$ cat src/rtl/copy_scheduler.sv
// Frame-synchronous blit sequencer: snapshots a shadow job table on frame start and issues each
// valid slot, in slot order, to the copy_engine over a 4-phase execute/done handshake.
module copy_scheduler #(
    parameter int unsigned NUM_SLOTS      = 8,
    parameter int unsigned SRC_ADDR_WIDTH = 14
) (
    input  logic                         clk_i,
    input  logic                         rst_ni,
    input  logic                         frame_start_i,
    input  logic                         cfg_we_i,
    input  logic [$clog2(NUM_SLOTS)-1:0] cfg_slot_i,
    input  logic                         cfg_valid_i,
    input  logic [9:0]                   cfg_x_i,
    input  logic [9:0]                   cfg_y_i,
    input  logic [9:0]                   cfg_w_i,
    input  logic [9:0]                   cfg_h_i,
    input  logic [SRC_ADDR_WIDTH-1:0]    cfg_src_i,
    output logic [9:0]                   ce_dest_x_start_o,
    output logic [9:0]                   ce_dest_x_end_o,
    output logic [9:0]                   ce_dest_y_start_o,
    output logic [9:0]                   ce_dest_y_end_o,
    output logic [SRC_ADDR_WIDTH-1:0]    ce_src_addr_start_o,
    output logic                         ce_execute_o,
    input  logic                         ce_done_i,
    output logic                         busy_o,
    output logic                         overrun_o,
    output logic [$clog2(NUM_SLOTS):0]   jobs_issued_o
);

    localparam int unsigned IdxW = $clog2(NUM_SLOTS);
    localparam logic [IdxW-1:0] LastIdx = IdxW'(NUM_SLOTS - 1);
    localparam logic [10:0] XMax = 11'd639;
    localparam logic [10:0] YMax = 11'd479;

    typedef struct packed {
        logic                      valid;
        logic [9:0]                x;
        logic [9:0]                y;
        logic [9:0]                w;
        logic [9:0]                h;
        logic [SRC_ADDR_WIDTH-1:0] src;
    } slot_t;

    typedef enum logic [1:0] {StIdle, StScan, StIssue, StWaitClr} state_e;

    slot_t  shadow_q [NUM_SLOTS];
    slot_t  active_q [NUM_SLOTS];
    slot_t  cur;
    state_e state_q, state_d;

    logic [IdxW-1:0]           idx_q, idx_d;
    logic [IdxW:0]             jobs_q, jobs_d;
    logic                      exec_q, exec_d;
    logic                      busy_q, busy_d;
    logic                      overrun_q, overrun_d;
    logic [9:0]                xs_q, xs_d, xe_q, xe_d, ys_q, ys_d, ye_q, ye_d;
    logic [SRC_ADDR_WIDTH-1:0] src_q, src_d;

    logic        accept, last, runnable;
    logic [10:0] x_sum, y_sum;
    logic [9:0]  x_end, y_end;

    assign cur      = active_q[idx_q];
    assign accept   = frame_start_i && !busy_q;
    assign last     = (idx_q == LastIdx);
    assign x_sum    = {1'b0, cur.x} + {1'b0, cur.w} - 11'd1;
    assign y_sum    = {1'b0, cur.y} + {1'b0, cur.h} - 11'd1;
    assign x_end    = (x_sum > XMax) ? XMax[9:0] : x_sum[9:0];
    assign y_end    = (y_sum > YMax) ? YMax[9:0] : y_sum[9:0];
    assign runnable = cur.valid && (|cur.w) && (|cur.h) &&
                      ({1'b0, cur.x} <= XMax) && ({1'b0, cur.y} <= YMax);

    // A write coinciding with an accepted frame_start lands in the shadow only.
    always_ff @(posedge clk_i or negedge rst_ni) begin
        if (!rst_ni) begin
            for (int i = 0; i < int'(NUM_SLOTS); i++) begin
                shadow_q[i] <= '0;
                active_q[i] <= '0;
            end
        end else begin
            if (cfg_we_i) begin
                shadow_q[cfg_slot_i] <= '{valid: cfg_valid_i, x: cfg_x_i, y: cfg_y_i,
                                          w: cfg_w_i, h: cfg_h_i, src: cfg_src_i};
            end
            if (accept) begin
                for (int i = 0; i < int'(NUM_SLOTS); i++) begin
                    active_q[i] <= shadow_q[i];
                end
            end
        end
    end

    always_ff @(posedge clk_i or negedge rst_ni) begin
        if (!rst_ni) begin
            state_q   <= StIdle;
            idx_q     <= '0;
            jobs_q    <= '0;
            exec_q    <= 1'b0;
            busy_q    <= 1'b0;
            overrun_q <= 1'b0;
            xs_q      <= '0;
            xe_q      <= '0;
            ys_q      <= '0;
            ye_q      <= '0;
            src_q     <= '0;
        end else begin
            state_q   <= state_d;
            idx_q     <= idx_d;
            jobs_q    <= jobs_d;
            exec_q    <= exec_d;
            busy_q    <= busy_d;
            overrun_q <= overrun_d;
            xs_q      <= xs_d;
            xe_q      <= xe_d;
            ys_q      <= ys_d;
            ye_q      <= ye_d;
            src_q     <= src_d;
        end
    end

    always_comb begin
        state_d = state_q;
        idx_d   = idx_q;
        jobs_d  = jobs_q;
        exec_d  = exec_q;
        xs_d    = xs_q;
        xe_d    = xe_q;
        ys_d    = ys_q;
        ye_d    = ye_q;
        src_d   = src_q;
        unique case (state_q)
            StIdle: begin
                if (accept) begin
                    state_d = StScan;
                    idx_d   = '0;
                    jobs_d  = '0;
                end
            end
            StScan: begin
                if (runnable) begin
                    xs_d    = cur.x;
                    xe_d    = x_end;
                    ys_d    = cur.y;
                    ye_d    = y_end;
                    src_d   = cur.src;
                    exec_d  = 1'b1;
                    state_d = StIssue;
                end else if (last) begin
                    state_d = StIdle;
                end else begin
                    idx_d = idx_q + 1'b1;
                end
            end
            StIssue: begin
                if (ce_done_i) begin
                    exec_d  = 1'b0;
                    jobs_d  = jobs_q + 1'b1;
                    state_d = StWaitClr;
                end
            end
            StWaitClr: begin
                if (!ce_done_i) begin
                    if (last) begin
                        state_d = StIdle;
                    end else begin
                        idx_d   = idx_q + 1'b1;
                        state_d = StScan;
                    end
                end
            end
            default: state_d = StIdle;
        endcase
        // busy covers the return cycle into idle, so a frame_start there counts as an overrun.
        busy_d    = (state_d != StIdle) || (state_q != StIdle);
        overrun_d = overrun_q || (frame_start_i && busy_q);
    end

    assign ce_dest_x_start_o   = xs_q;
    assign ce_dest_x_end_o     = xe_q;
    assign ce_dest_y_start_o   = ys_q;
    assign ce_dest_y_end_o     = ye_q;
    assign ce_src_addr_start_o = src_q;
    assign ce_execute_o        = exec_q;
    assign busy_o              = busy_q;
    assign overrun_o           = overrun_q;
    assign jobs_issued_o       = jobs_q;

endmodule

$ cat config.mk
export PLATFORM = sky130hd
export DESIGN_NAME = copy_scheduler
export DESIGN_NICKNAME = d
export VERILOG_FILES = /design/src/rtl/copy_scheduler.sv
export SDC_FILE = /design/constraint.sdc
export NUM_CORES = 1
export LEC_CHECK = 0
export ABC_AREA = 0
export CAP_MARGIN = 40
export CORE_UTILIZATION = 35
export DETAILED_ROUTE_END_ITERATION = 12
export GPL_TIMING_DRIVEN = 0
export PLACE_DENSITY = 0.62
export SYNTH_ARGS = -nofsm -noshare
export SYNTH_HDL_FRONTEND = slang
export SYNTH_SLANG_ARGS = --single-unit
$ cat constraint.sdc
create_clock -name clk_i -period 4.65 [get_ports clk_i]
set_input_delay 0.93 -clock clk_i [delete_from_list [all_inputs] [get_ports clk_i]]
set_output_delay 0.93 -clock clk_i [all_outputs]
set_load 0.01 [all_outputs]
==> impl_results.md <==
* Fin crit share at between 90% and 100%
* Number of flops mapped to enable cells by yosys at 0
* CP top delay family: compound AO/OA/AOI/OAI gates
* Final-report max-slew violation count at 0
* Hold buffer count at cts at 0
* Starting Density at between 30 and 40%
* CP max stage delay at 0.74 ns
* Largest net degree at the start of global routing at around 120
* # fillers at around 11000
* CP endpoint kind: flop
* Level count of the clock H-tree at 3
* Net Count, Synth at 3605
* Final worst clock skew at 0.04727 ns
* # DRC at 0
* Crit path DAT at a little over 5 ns
* Crit path cell chain: buf_12, buf_6, buf_8, mux4_2, mux2i_4, ha_1, inv_1, ha_1, o21ai_0, nor2_1, o31a_1, o22a_1, xnor2_1, or4b_2, o311a_4, o2bb2ai_1
* Status: finished clean
* Fin crit period at between 4 and 5 ns
* TritonCTS clock tree: built
* Async S/R FF share, synth at 100.0%
* I/O Buffers at roughly 120
* # Max-Cap Violations at 0
* Antenna violations before repair at 12
* Most used DFF post-synth: dfrtp_1
* Post-Syn Area per Cell at around 11 µm²
* Layout cells sized above 1 at between 20 and 25%
* Via density at between 5 and 6
* CP max stage cell: or4b_2
* Die ar. at 0.1158 mm²
* Mapped Area at 0.04006 mm²
* Most frequent cells in the layout: nand2_1 (1361), dfrtp_1 (943), mux2_2 (441), clkbuf_1 (181), clkdlybuf4s50_1 (120)
* Critical path type: flop to flop
* Worst setup SP type: flop
* Clock tree sinks at around 950
* Chip Height at 340.3 µm
* First-pass GRT wire length at ~180000 µm
* Unique masters post-synth at 61
* Placed insts at a little over 5000
* Core area at around 0.11 mm²
* Fin. Hold Viols at 0
* Average routed wire per standard cell at around 22 µm
* Fin nets at 3900
* Final setup viols at 0
* Cts bufs inserted at 100
* Vias in the first global route at 27810
* Worst vdd ir at between 0.0006 and 0.0007 V
* Detailed placement HPWL at about 84000 µm
* Final GP Congestion at approximately 0.90
* Row Count at 123
* Min-delay worst type: primary input to asynchronous set/reset pin
* Final total power at roughly 37 mW
* Total track usage at a little over a fifth
* I/O pin cnt at 124
* Routed wire length at between 100000 and 150000 µm
* Via Count at about 28000
* GRT overflow at 0
* Yosys warns at 0
* Clk buf depth at 3
* Post-Layout Cell Count at ~5400
* Relative slew slack at about 36%
* Die width at 340.3 µm
* Root buffer cell: clkbuf_16
* Slew @ Worst Pin at a little over 0.9 ns
* Pwr dens at approximately 770 mW/mm²
* Post-route ant nets at 0
* Sequential-to-total area share from yosys stat at 59.09%
* Clk slew on worst S/H paths at roughly 0.060 ns
* Fmax at between 0.2 and 0.25 GHz
* Instance count of the mapped netlist at about 3500
* Buf/Inv on CP at 4
* Drt pass-1 iters at 5
* DRT iter0 DRCs at roughly 2700
* Yosys reg bits at ~950
* Area Overhead vs Synth at 19.89%
* Crit path required time at between 5 and 6 ns
* P_leak at between 20 and 25 nW
* Crit path top cell by count: ha_1
* Commonest non-fill, non-tap cell in the layout: nand2_1
* CP max FO at 19
* Clock latency on the worst-skew pair at ~0.70 ns
layout make-up:
cell class | instances | area [µm²] | area share [%]
tap | 1500 | 1877 | 3.908
clock buffer | 153 | 2963 | 6.169
sequential | 946 | 23680 | 49.30
antenna | 3 | 7.507 | 0.01563
timing repair buffer | 197 | 2212 | 4.606
buffer | 192 | 947.2 | 1.972
clock inverter | 32 | 534.3 | 1.112
inverter | 52 | 198.9 | 0.4142
multi-input combinational | 2305 | 15610 | 32.51
where the power goes:
| group | switching, mW | internal (mW) | leakage [nW] |
|---|---|---|---|
| Combinational | 8.54 | 6.93 | 9.03 |
| Sequential | 1.85 | 11.1 | 11.6 |
| Clock | 3.43 | 5.07 | 1.72 |
| Total | 13.8 | 23.1 | 22.3 |
flip-flops by register name, summed over array words and instances (netlist names), 2 cells and up:
name and cells:
active_q 440, ce_dest_x_end_o 10, ce_dest_x_start_o 10, ce_dest_y_end_o 10, ce_dest_y_start_o 10, ce_src_addr_start_o 14
idx_q 3, jobs_issued_o 4, shadow_q 440, state_q 2
layer usage:
layer	wire, µm	GRT usage (%)	up-vias
li1	-	-	12270
met1	53330	30.09	14470
met2	53830	31.66	959
met3	9315	4.183	215
met4	3772	6.773	6
met5	37	0	-
through the flow:
| stage | hold WS [ns] | cell area (µm²) | TNS (ns) | utilization [%] | setup WS, ns |
|---|---|---|---|---|---|
| floorplan | 0.4331 | 40070 | 0 | - | 0.03744 |
| global placement | 0.4370 | 43150 | - | 38.20 | -40.66 |
| detailed placement | 0.4444 | 43970 | -20.98 | 38.92 | -1.252 |
| CTS | 0.3154 | 47800 | 0 | 42.32 | 0.006015 |
| global route | 0.3582 | 48020 | -0.07582 | 42.51 | -0.02949 |
| finish | 0.3125 | 48030 | 0 | 42.52 | 0.02630 |
what timing repair did:
item                                    in CTS  in global routing
pin swaps                                    1                  3
hold endpoints to repair                     0                  0
gates resized for setup                     75                 31
endpoints found under the setup margin      19                 19
cloned                                       0                  1
buffers inserted                             9                 10
synthesized netlist by cell type (all sizes together) (3+ instances only):
cell     number  area share [%]
nor2b         9            0.14
mux2i        42             1.0
nor2         65            0.61
a211oi        3           0.056
o21a          5           0.094
inv          52            0.49
o21ai        18            0.22
o211ai        4            0.10
nor4         11            0.19
a2111oi       3           0.069
nand2      1361              13
nand4         4           0.062
o22ai         4           0.062
o311a         3           0.075
buf          35            0.47
o31a          5            0.11
ha           41             1.3
nor3         32            0.40
and3          3           0.047
clkbuf      161             1.5
or3           4           0.062
mux2        442              12
or2           5           0.078
a21o          7            0.13
o22a          8            0.17
xor2          5            0.11
nand2b        8            0.12
dfrtp       946              59
nand4b        4           0.087
mux4        112             6.3
xnor2         7            0.15
a21oi        46            0.57
a31oi        18            0.28
final timing paths:
kind,slack (ns),cells after the start,to,startpoint
worst max-delay path,0.03,16,ce_dest_y_end_o[5]$_DFFE_PN0P_,idx_q[1]$_DFFE_PN0P_
worst min-delay path,0.31,1,shadow_q[59]$_DFFE_PN0P_,rst_ni
worst max register to register,0.03,16,ce_dest_y_end_o[5]$_DFFE_PN0P_,idx_q[1]$_DFFE_PN0P_
worst min register to register,0.43,2,active_q[16]$_DFFE_PN0P_,shadow_q[16]$_DFFE_PN0P_
max in group asynchronous,2.24,4,active_q[251]$_DFFE_PN0P_,rst_ni
min in group clk_i,0.43,2,active_q[16]$_DFFE_PN0P_,shadow_q[16]$_DFFE_PN0P_
logic make-up after synthesis:
kind of cell	after synthesis	synth area share, %
buffers and inverters	248	2.467
multiplexers	596	19.79
XOR/XNOR	12	0.2624
adder cells (fa/ha/maj)	43	1.380
flip-flops	946	59.09
AND/OR/NAND/NOR	1519	14.82
AO/OA/AOI/OAI	135	2.196
Note: power is estimated with default switching activity, not from simulation.
